**src/rtl/timer_pkg.sv**
```systemverilog
// Shared definitions for the timer-clock blocks: default widths and the
// aging-sweeper FSM state encoding.
package timer_pkg;

    localparam int DEF_TBL_AW = 10;
    localparam int DEF_AGE_W  = 8;
    localparam int DEF_PER_W  = 16;

    typedef logic [1:0] sweep_state_t;

    localparam logic [1:0] ST_IDLE = 2'd0;
    localparam logic [1:0] ST_RD   = 2'd1;
    localparam logic [1:0] ST_WR   = 2'd2;
    localparam logic [1:0] ST_DONE = 2'd3;

endpackage

```
**src/rtl/aging_tick_div.sv**
```systemverilog
// Divides the timer tick by a programmable period and emits a one-cycle
// sweep trigger, combinationally with the tick that completes the period.
module aging_tick_div
    import timer_pkg::*;
#(
    parameter int PER_W = DEF_PER_W
) (
    input  logic             clk_i,
    input  logic             rst_i,
    input  logic             tick_i,
    input  logic             en_i,
    input  logic [PER_W-1:0] period_i,
    output logic             trig_o
);

    logic [PER_W-1:0] tcnt_q;
    logic [PER_W-1:0] tcnt_d;
    logic [PER_W-1:0] eff_m1;
    logic             hit;

    // Compare against the live period so a lowered period fires on the next tick.
    always_comb begin
        eff_m1 = (period_i == '0) ? '0 : period_i - PER_W'(1);
        hit    = (tcnt_q >= eff_m1);
        trig_o = en_i & tick_i & hit;
        tcnt_d = tcnt_q;
        if (!en_i) begin
            tcnt_d = '0;
        end else if (tick_i) begin
            tcnt_d = hit ? '0 : tcnt_q + PER_W'(1);
        end
    end

    always_ff @(posedge clk_i) begin
        if (rst_i) begin
            tcnt_q <= '0;
        end else begin
            tcnt_q <= tcnt_d;
        end
    end

endmodule

```
**src/rtl/mac_aging_sweeper.sv**
```systemverilog
// Periodic MAC-table aging: on each trigger walks every entry, decrementing
// the age of valid entries and invalidating those whose age is exhausted.
module mac_aging_sweeper
    import timer_pkg::*;
#(
    parameter int TBL_AW = DEF_TBL_AW,
    parameter int AGE_W  = DEF_AGE_W,
    parameter int PER_W  = DEF_PER_W
) (
    input  logic              clk,
    input  logic              rst,
    input  logic              tick,
    input  logic              cfg_en,
    input  logic [PER_W-1:0]  cfg_period,
    output logic              rd_req,
    output logic [TBL_AW-1:0] rd_addr,
    input  logic              rd_ack,
    input  logic              rd_valid,
    input  logic [AGE_W-1:0]  rd_age,
    output logic              wr_req,
    output logic [TBL_AW-1:0] wr_addr,
    output logic              wr_valid,
    output logic [AGE_W-1:0]  wr_age,
    input  logic              wr_ack,
    output logic              busy,
    output logic              sweep_done,
    output logic [TBL_AW:0]   aged_cnt,
    output logic              overrun,
    output logic [1:0]        dbg_state
);

    localparam int                CW   = TBL_AW + 1;
    localparam logic [TBL_AW-1:0] LAST = '1;

    logic                trig;
    sweep_state_t        state_q, state_d;
    logic [TBL_AW-1:0]   addr_q, addr_d;
    logic [CW-1:0]       acc_q, acc_d;
    logic [CW-1:0]       aged_q, aged_d;
    logic                wr_valid_q, wr_valid_d;
    logic [AGE_W-1:0]    wr_age_q, wr_age_d;
    logic                overrun_q, overrun_d;
    logic                last;

    aging_tick_div #(
        .PER_W (PER_W)
    ) u_tick_div (
        .clk_i    (clk),
        .rst_i    (rst),
        .tick_i   (tick),
        .en_i     (cfg_en),
        .period_i (cfg_period),
        .trig_o   (trig)
    );

    assign last = (addr_q == LAST);

    // Handshake: a request holds its address/data until the matching ack is
    // sampled high; an ack in the first request cycle completes it, and an
    // ack while the request is low has no effect.
    always_comb begin
        state_d    = state_q;
        addr_d     = addr_q;
        acc_d      = acc_q;
        aged_d     = aged_q;
        wr_valid_d = wr_valid_q;
        wr_age_d   = wr_age_q;
        overrun_d  = overrun_q;

        if (trig && (state_q != ST_IDLE)) begin
            overrun_d = 1'b1;
        end

        case (state_q)
            ST_IDLE: begin
                if (trig) begin
                    state_d = ST_RD;
                    addr_d  = '0;
                    acc_d   = '0;
                end
            end
            ST_RD: begin
                if (rd_ack) begin
                    if (rd_valid) begin
                        if (rd_age > AGE_W'(1)) begin
                            wr_valid_d = 1'b1;
                            wr_age_d   = rd_age - AGE_W'(1);
                        end else begin
                            wr_valid_d = 1'b0;
                            wr_age_d   = '0;
                            acc_d      = acc_q + CW'(1);
                        end
                        state_d = ST_WR;
                    end else if (last) begin
                        state_d = ST_DONE;
                    end else begin
                        addr_d = addr_q + TBL_AW'(1);
                    end
                end
            end
            ST_WR: begin
                if (wr_ack) begin
                    if (last) begin
                        state_d = ST_DONE;
                    end else begin
                        addr_d  = addr_q + TBL_AW'(1);
                        state_d = ST_RD;
                    end
                end
            end
            default: begin
                aged_d  = acc_q;
                state_d = ST_IDLE;
            end
        endcase
    end

    always_ff @(posedge clk) begin
        if (rst) begin
            state_q    <= ST_IDLE;
            addr_q     <= '0;
            acc_q      <= '0;
            aged_q     <= '0;
            wr_valid_q <= 1'b0;
            wr_age_q   <= '0;
            overrun_q  <= 1'b0;
        end else begin
            state_q    <= state_d;
            addr_q     <= addr_d;
            acc_q      <= acc_d;
            aged_q     <= aged_d;
            wr_valid_q <= wr_valid_d;
            wr_age_q   <= wr_age_d;
            overrun_q  <= overrun_d;
        end
    end

    assign rd_req     = (state_q == ST_RD);
    assign rd_addr    = addr_q;
    assign wr_req     = (state_q == ST_WR);
    assign wr_addr    = addr_q;
    assign wr_valid   = wr_valid_q;
    assign wr_age     = wr_age_q;
    assign busy       = (state_q != ST_IDLE);
    assign sweep_done = (state_q == ST_DONE);
    assign aged_cnt   = aged_q;
    assign overrun    = overrun_q;
    assign dbg_state  = state_q;

endmodule

```
**config.mk**
```make
export PLATFORM = sky130hd
export DESIGN_NAME = mac_aging_sweeper
export DESIGN_NICKNAME = d
export VERILOG_FILES = /design/src/rtl/timer_pkg.sv /design/src/rtl/aging_tick_div.sv /design/src/rtl/mac_aging_sweeper.sv
export SDC_FILE = /design/constraint.sdc
export NUM_CORES = 1
export LEC_CHECK = 0
export CAP_MARGIN = 30
export CORE_ASPECT_RATIO = 0.6
export CORE_MARGIN = 4
export CORE_UTILIZATION = 50
export CTS_CLUSTER_DIAMETER = 30
export DETAILED_ROUTE_END_ITERATION = 6
export HOLD_SLACK_MARGIN = 0.05
export PLACE_DENSITY_LB_ADDON = 0.3
export SYNTH_ARGS = -nofsm -noshare
export SYNTH_HDL_FRONTEND = slang
export SYNTH_HIERARCHICAL = 1
export SYNTH_SLANG_ARGS = --single-unit
```
**constraint.sdc**
```tcl
create_clock -name clk -period 8.65 [get_ports clk]
set_clock_uncertainty 0.05 [all_clocks]
set_input_delay 2.595 -clock clk [delete_from_list [all_inputs] [get_ports clk]]
set_output_delay 2.595 -clock clk [all_outputs]
set_load 0.01 [all_outputs]
```
Word-level counts from Yosys, hierarchy flattened
Index checks and enable logic that the tools add are counted.
{"block": "totals", "word_cells": 63, "ff_bits": 60, "out_inout_bits": 47, "in_bits": 31}
{"block": "classes", "addsub": 5, "n_bitwise": 3, "n_mux": 22, "order_cmp": 2, "n_eq_ne": 11, "reduce_logical": 12}
{"operator": "$mux 10", "count": 5}
{"operator": "$mux 11", "count": 4}
{"operator": "$mux 16", "count": 2}
{"operator": "$pmux 10 s3", "count": 1}
{"operator": "$pmux 11 s2", "count": 1}
{"operator": "$add 16x1->16 const B", "count": 1}
{"operator": "$ge 16x16->1", "count": 1}
{"operator": "$logic_not 16->1", "count": 1}
{"operator": "$sub 16x1->16 const B", "count": 1}
{"operator": "$mux 2", "count": 6}
{"operator": "$add 11x1->11 const B", "count": 1}
{"operator": "$add 10x1->10 const B", "count": 1}
{"operator": "$eq 10x10->1 const B", "count": 1}
{"operator": "$reduce_and 5->1", "count": 2}
{"operator": "$gt 8x1->1 const B", "count": 1}
{"operator": "$mux 8", "count": 1}
{"operator": "$sub 8x1->8 const B", "count": 1}
{"operator": "$ne 2x1->1 const B", "count": 3}
{"operator": "$ne 2x2->1 const B", "count": 3}
{"operator": "$pmux 2 s3", "count": 1}
{"operator": "$eq 2x2->1 const B", "count": 2}
{"operator": "$reduce_and 4->1", "count": 1}
{"operator": "$reduce_bool 2->1", "count": 2}
{"operator": "$ne 3x1->1 const B", "count": 1}
{"operator": "other kinds (10)", "count": 11}

Logic depth before layout (Yosys ltp)
{"block": "depth", "ltp_word": 6, "ltp_mapped": 17, "mapped_depth_nobuf": 15}

By module
Netlist, hierarchy kept.
{"mod": "mac_aging_sweeper", "area_each_um2": 2318.5, "cells_per_inst": 269, "seq_area_each_um2": 880.8, "n_inst": 1}
{"mod": "aging_tick_div", "area_each_um2": 1430.1, "cells_per_inst": 179, "seq_area_each_um2": 320.3, "n_inst": 1}

Worst setup path before layout
OpenSTA, ideal clock, no wires.
{"block": "synth_path", "kind": "in2reg", "from": "input port cfg_period[9]", "to": "register acc_q[10]", "setup_time_ns": 0.118, "setup_slack_ns": 2.455, "arrival_ns": 6.027, "path_stages": 14, "t_required_ns": 8.482, "path_buffers": 0, "cell_sequence": "or4_4 > or3_4 > or3_4 > nor3_2 > a21oi_1 > ha_1 > nand4_1 > nor3_1 > a2111oi_2 > a31oi_1 > nand2b_1 > o2111ai_1 > or4b_1 > mux2i_1"}
{"block": "synth_between", "elab_chain_cells": 6, "elab_cells_between_ends": 7, "cone_classes": "add/sub (1); order compare (1); eq/ne (1); mux (1); bitwise (1); reduce/logical (2)"}
{"element": "start: declaration", "line_no": "mac_aging_sweeper.sv:14", "text": "input logic [PER_W-1:0] cfg_period,"}
{"element": "$sub 16x1->16 or $logic_not 16->1 (tied branches)", "line_no": "aging_tick_div.sv:23", "text": "eff_m1 = (period_i == '0) ? '0 : period_i - PER_W'(1);"}
{"element": "$mux 16 *", "line_no": "aging_tick_div.sv:23"}
{"element": "$ge 16x16->1 *", "line_no": "aging_tick_div.sv:24", "text": "hit = (tcnt_q >= eff_m1);"}
{"element": "$and 1x1->1 *", "line_no": "aging_tick_div.sv:25", "text": "trig_o = en_i & tick_i & hit;"}
{"element": "named net trig", "line_no": "mac_aging_sweeper.sv:35", "text": "logic trig;"}
{"element": "$ne 2x2->1 (no line) *"}
{"element": "$reduce_and 5->1 (no line) *"}
{"element": "end signal: assignment", "line_no": "mac_aging_sweeper.sv:122", "text": "acc_q <= '0;"}
{"element": "end signal: assignment", "line_no": "mac_aging_sweeper.sv:130", "text": "acc_q <= acc_d;"}
{"element": "end: declaration", "line_no": "mac_aging_sweeper.sv:38", "text": "logic [CW-1:0] acc_q, acc_d;"}
Mark *: on every way through the listed nets, which the timed path passes. The rest lies on a longest branch.
A chain may end at the register's enable or synchronous reset.

Worst setup path in the final report
{"block": "layout_path", "from": "input port cfg_period[9]", "to": "register addr_q[3] (netlist: rd_addr[3])"}
{"block": "layout_between", "elab_chain_cells": 6, "elab_cells_between_ends": 7, "cone_classes": "add/sub (1); order compare (1); eq/ne (1); mux (1); bitwise (1); reduce/logical (2)"}
{"element": "$sub 16x1->16 or $logic_not 16->1 (tied branches)", "line_no": "aging_tick_div.sv:23"}
{"element": "$mux 16 *", "line_no": "aging_tick_div.sv:23"}
{"element": "$ge 16x16->1 *", "line_no": "aging_tick_div.sv:24"}
{"element": "$and 1x1->1 *", "line_no": "aging_tick_div.sv:25"}
{"element": "named net trig", "line_no": "mac_aging_sweeper.sv:35"}
{"element": "$ne 2x2->1 (no line) *"}
{"element": "$reduce_and 5->1 (no line) *"}
{"element": "end signal: assignment", "line_no": "mac_aging_sweeper.sv:129", "text": "addr_q <= addr_d;"}
{"element": "end: declaration", "line_no": "mac_aging_sweeper.sv:37", "text": "logic [TBL_AW-1:0] addr_q, addr_d;"}
Marks and branches as above.

==> impl_results.md <==
* Net count, final at roughly 570
* Net count after synthesis at about 500
* Critical R2R Launch: u_tick_div/tcnt_q[13]
* Largest family of logic cells by synthesized area: simple AND/OR/NAND/NOR gates
* Hold-fix buffers, CTS at 0
* Yosys warns at 6
* Synth area leader: dfxtp_1
* HPWL Detailed at 7.42 mm
* Post-synth ARST share at 0
* Drt first pass iters at 5
* XOR/XNOR share of the synthesized area at 0.0584
* Crit path to: rd_addr[3]
* Hold WC Path Type: flip-flop to flip-flop
* Vias in the first global route at 3318
* GRT Residual Overflow at 0
* Distinct cell type count of the synthesized netlist at 53
* Clk root buf: clkbuf_16
* Io pins at 78
* Setup tns final at 0 ns
* Largest net degree at the start of global routing at 36
* Starting Density at 0.516
* FF+latch count, synth at 60
* Fmax at 0.143 GHz
* Adder-cell share of the synthesized area at 0.0935
* Sequential area share after synthesis at 0.320
* First-pass GRT wire length at 15.9 mm
* Worst EP required at 8.86 ns
* Most used DFF post-synth: dfxtp_1
* Layout cells sized above 1 at 0.0521
* Period minus WS final at 6.98 ns
* Wirelength per Cell at ~16 um
* Clock Latency Late Sink at 0.33 ns
* Fin crit share at 0.807
* Simple-gate share of the synthesized area at 0.279
* Vias/cell at 5.80
* DRC viols at 0
* Maximum capacitance violations at 0
* CP Class: primary input to flip-flop
* RSZ-0062 raised after global routing: false
* Register area at 1200 um2
* FP Rows at 24
* Power density cells at 166 nW/um2
* Die ar. at 8990 um2
* Crit. Startpoint: cfg_period[9]
* Top-area cell type share of the netlist area at 0.320
* Main area contributors after synthesis: dfxtp_1 (32%), ha_1 (9.3%), mux2i_1 (5.3%)
* Fillers at 625
* Status: finished clean
* Die Ht at about 75 um
* Setup repair bufs after CTS at 0
* Routability cong. at between 0.8 and 0.9
* Post-Syn Instances at 448
* Antenna diode count at 0
* CP Data Arrival Time at 7.19 ns
* DIE WIDTH at around 120 um
* IR drop worst, VDD at 0.138 mV
* Worst reg-to-reg path cell count at 9
* R2R Setup Slk at around 5.5 ns
* Mapped cell area at ~3700 um2
* H-tree levels at 3
* Post-synthesis compound-gate area fraction at 0.146
* Initial antenna violation count at 0
* Post-DRT Antenna Nets at 0
* DR vias at 3608
* WHS at 0.407 ns
* Initial DRC count at 272
* Worst setup EP type: flip-flop
* PortBufs at between 70 and 80
* Slew headroom at 0.453
* Max Slew Vio Count at 0
* Avg Cell Area, Syn at approximately 8.4 um2
* CTS max path bufs at 2
* # setup viols final at 0
* Tot Pwr at 0.807 mW
* Core area at a little over 7000 um2
* CTS tree: yes
* Multiplexer share of the synthesized area at 0.0534
* RR Endpoint: rd_addr[3]
* Critical path launch point type: primary input
* Num CTS Buffers at 9
* Design Area, Final at 4850 um2
* Cts repair resizes at 0
* Multi-input gate area at ~2400 um2
* Worst Hold Depth at 2
* Clk sink count at 60
* Final hold vios at 0
* Area grow syn2layout at 29.4%
* Global Route Usage Sum at 0.220
* Actual slew at the worst max-slew pin at 0.820 ns
* Crit path max fanout at 11
* Lkg Pwr at 1.80 nW
* Clock transition at the registers of the reported paths at ~0.050 ns
* DRT Wirelength at 9.69 mm
* Placed Instance Area at between 4000 and 5000 um2
* Post-synth EDFFs at 0
power breakdown:
part           switching (mW)  total (mW)  internal (mW)
Clock                   0.119       0.377          0.258
Sequential            0.00758       0.290          0.282
Combinational          0.0830       0.140         0.0573
Yosys cell counts (2+ instances only):
library cell / n
nor2_1: 47
nand4_1: 12
nand2b_1: 12
o41a_1: 2
o21a_1: 4
a22oi_1: 5
buf_4: 10
inv_1: 14
and3_1: 11
or4_1: 11
clkbuf_1: 12
mux2i_1: 20
a211oi_1: 3
buf_1: 2
a41oi_1: 3
or4_4: 2
nor2b_1: 6
a31oi_1: 2
dfxtp_1: 60
nor3_1: 7
ha_1: 28
nand3_1: 17
and4_1: 4
nand2_1: 35
and2_1: 2
or3_4: 2
a21oi_1: 34
xor2_1: 16
nor3b_1: 2
o2111ai_1: 2
or3_1: 7
o31ai_1: 9
o21ai_0: 13
nor4_1: 4
xnor2_1: 9
a2111o_1: 2
metrics by stage:
stage                     utilization  worst slack (ns)  instances
after floorplan                     -              2.46        448
after global placement          0.624              1.63        606
after detailed placement        0.624              1.42        606
after CTS                       0.667              1.73        622
after global routing            0.667              1.30        622
final                           0.667              1.67        622
sequential cells by signal (all words and copies together) (netlist names):
register / cells
acc_q: 11
aged_cnt: 11
dbg_state: 2
overrun: 1
rd_addr: 10
u_tick_div/tcnt_q: 16
wr_age: 8
wr_valid: 1
metal layers:
metal  up-vias  GRT usage  wire [um]
met1      1698      0.305       4640
met2       137      0.343       4220
li1       1763          -          -
met5         -          0          0
met3        10     0.0676        756
met4         0     0.0495         76
worst max-delay path, stage by stage:
cell	delay, ns
clkdlybuf4s50_1	0.45
or4_4	0.57
or3_4	0.37
nor3_4	0.23
nor3b_2	0.24
mux2i_1	0.11
ha_1	0.30
nand4_1	0.15
nor2_1	0.24
nand3_1	0.18
a31oi_1	0.30
nand2b_1	0.29
nand4_1	0.41
or4_1	0.62
a21oi_1	0.14
cell usage in the layout, fill, tap and decap left out, types with 3 or more instances in the layout:
cell type / count
nand3_1: 17
inv_1: 14
nor4_1: 4
a22oi_1: 5
mux2i_1: 20
o31ai_1: 9
nor2_1: 47
or4_1: 11
a211oi_1: 3
nor3_1: 7
dfxtp_1: 60
clkinv_2: 3
clkbuf_16: 9
o21a_1: 4
xnor2_1: 9
nand4_1: 12
clkdlybuf4s50_1: 77
a41oi_1: 3
and4_1: 4
nand2_1: 35
nor2b_1: 6
o21ai_0: 13
xor2_1: 16
ha_1: 28
nand2b_1: 12
a21oi_1: 34
or3_1: 7
and3_1: 11
cells by family after synthesis:
kind of cell               count (synthesis)
adders and majority gates                 28
muxes                                     20
AOI/OAI and AO/OA                         85
DFF                                       60
and+or+nand+nor                          191
buffers and inverters                     39
xor gates and xnor gates                  25
how the worst min path moves through the flow:
stage | end | from | slack [ns]
CTS | wr_age[5] | wr_age[5] | 0.41
global placement | wr_age[6] | wr_age[6] | 0.39
floorplan | acc_q[10] | acc_q[10] | 0.40
global route | wr_age[7] | wr_age[7] | 0.44
detailed placement | wr_age[6] | wr_age[6] | 0.39
finish | wr_age[5] | wr_age[5] | 0.41
layout make-up:
class                      count  share of cell area
timing repair buffer          79               0.162
tap                          104              0.0268
clock inverter                 5              0.0155
inverter                      14              0.0108
multi-input combinational    349               0.487
sequential                    60               0.248
clock buffer                  11              0.0501
Note: power is estimated with default switching activity, not from simulation.
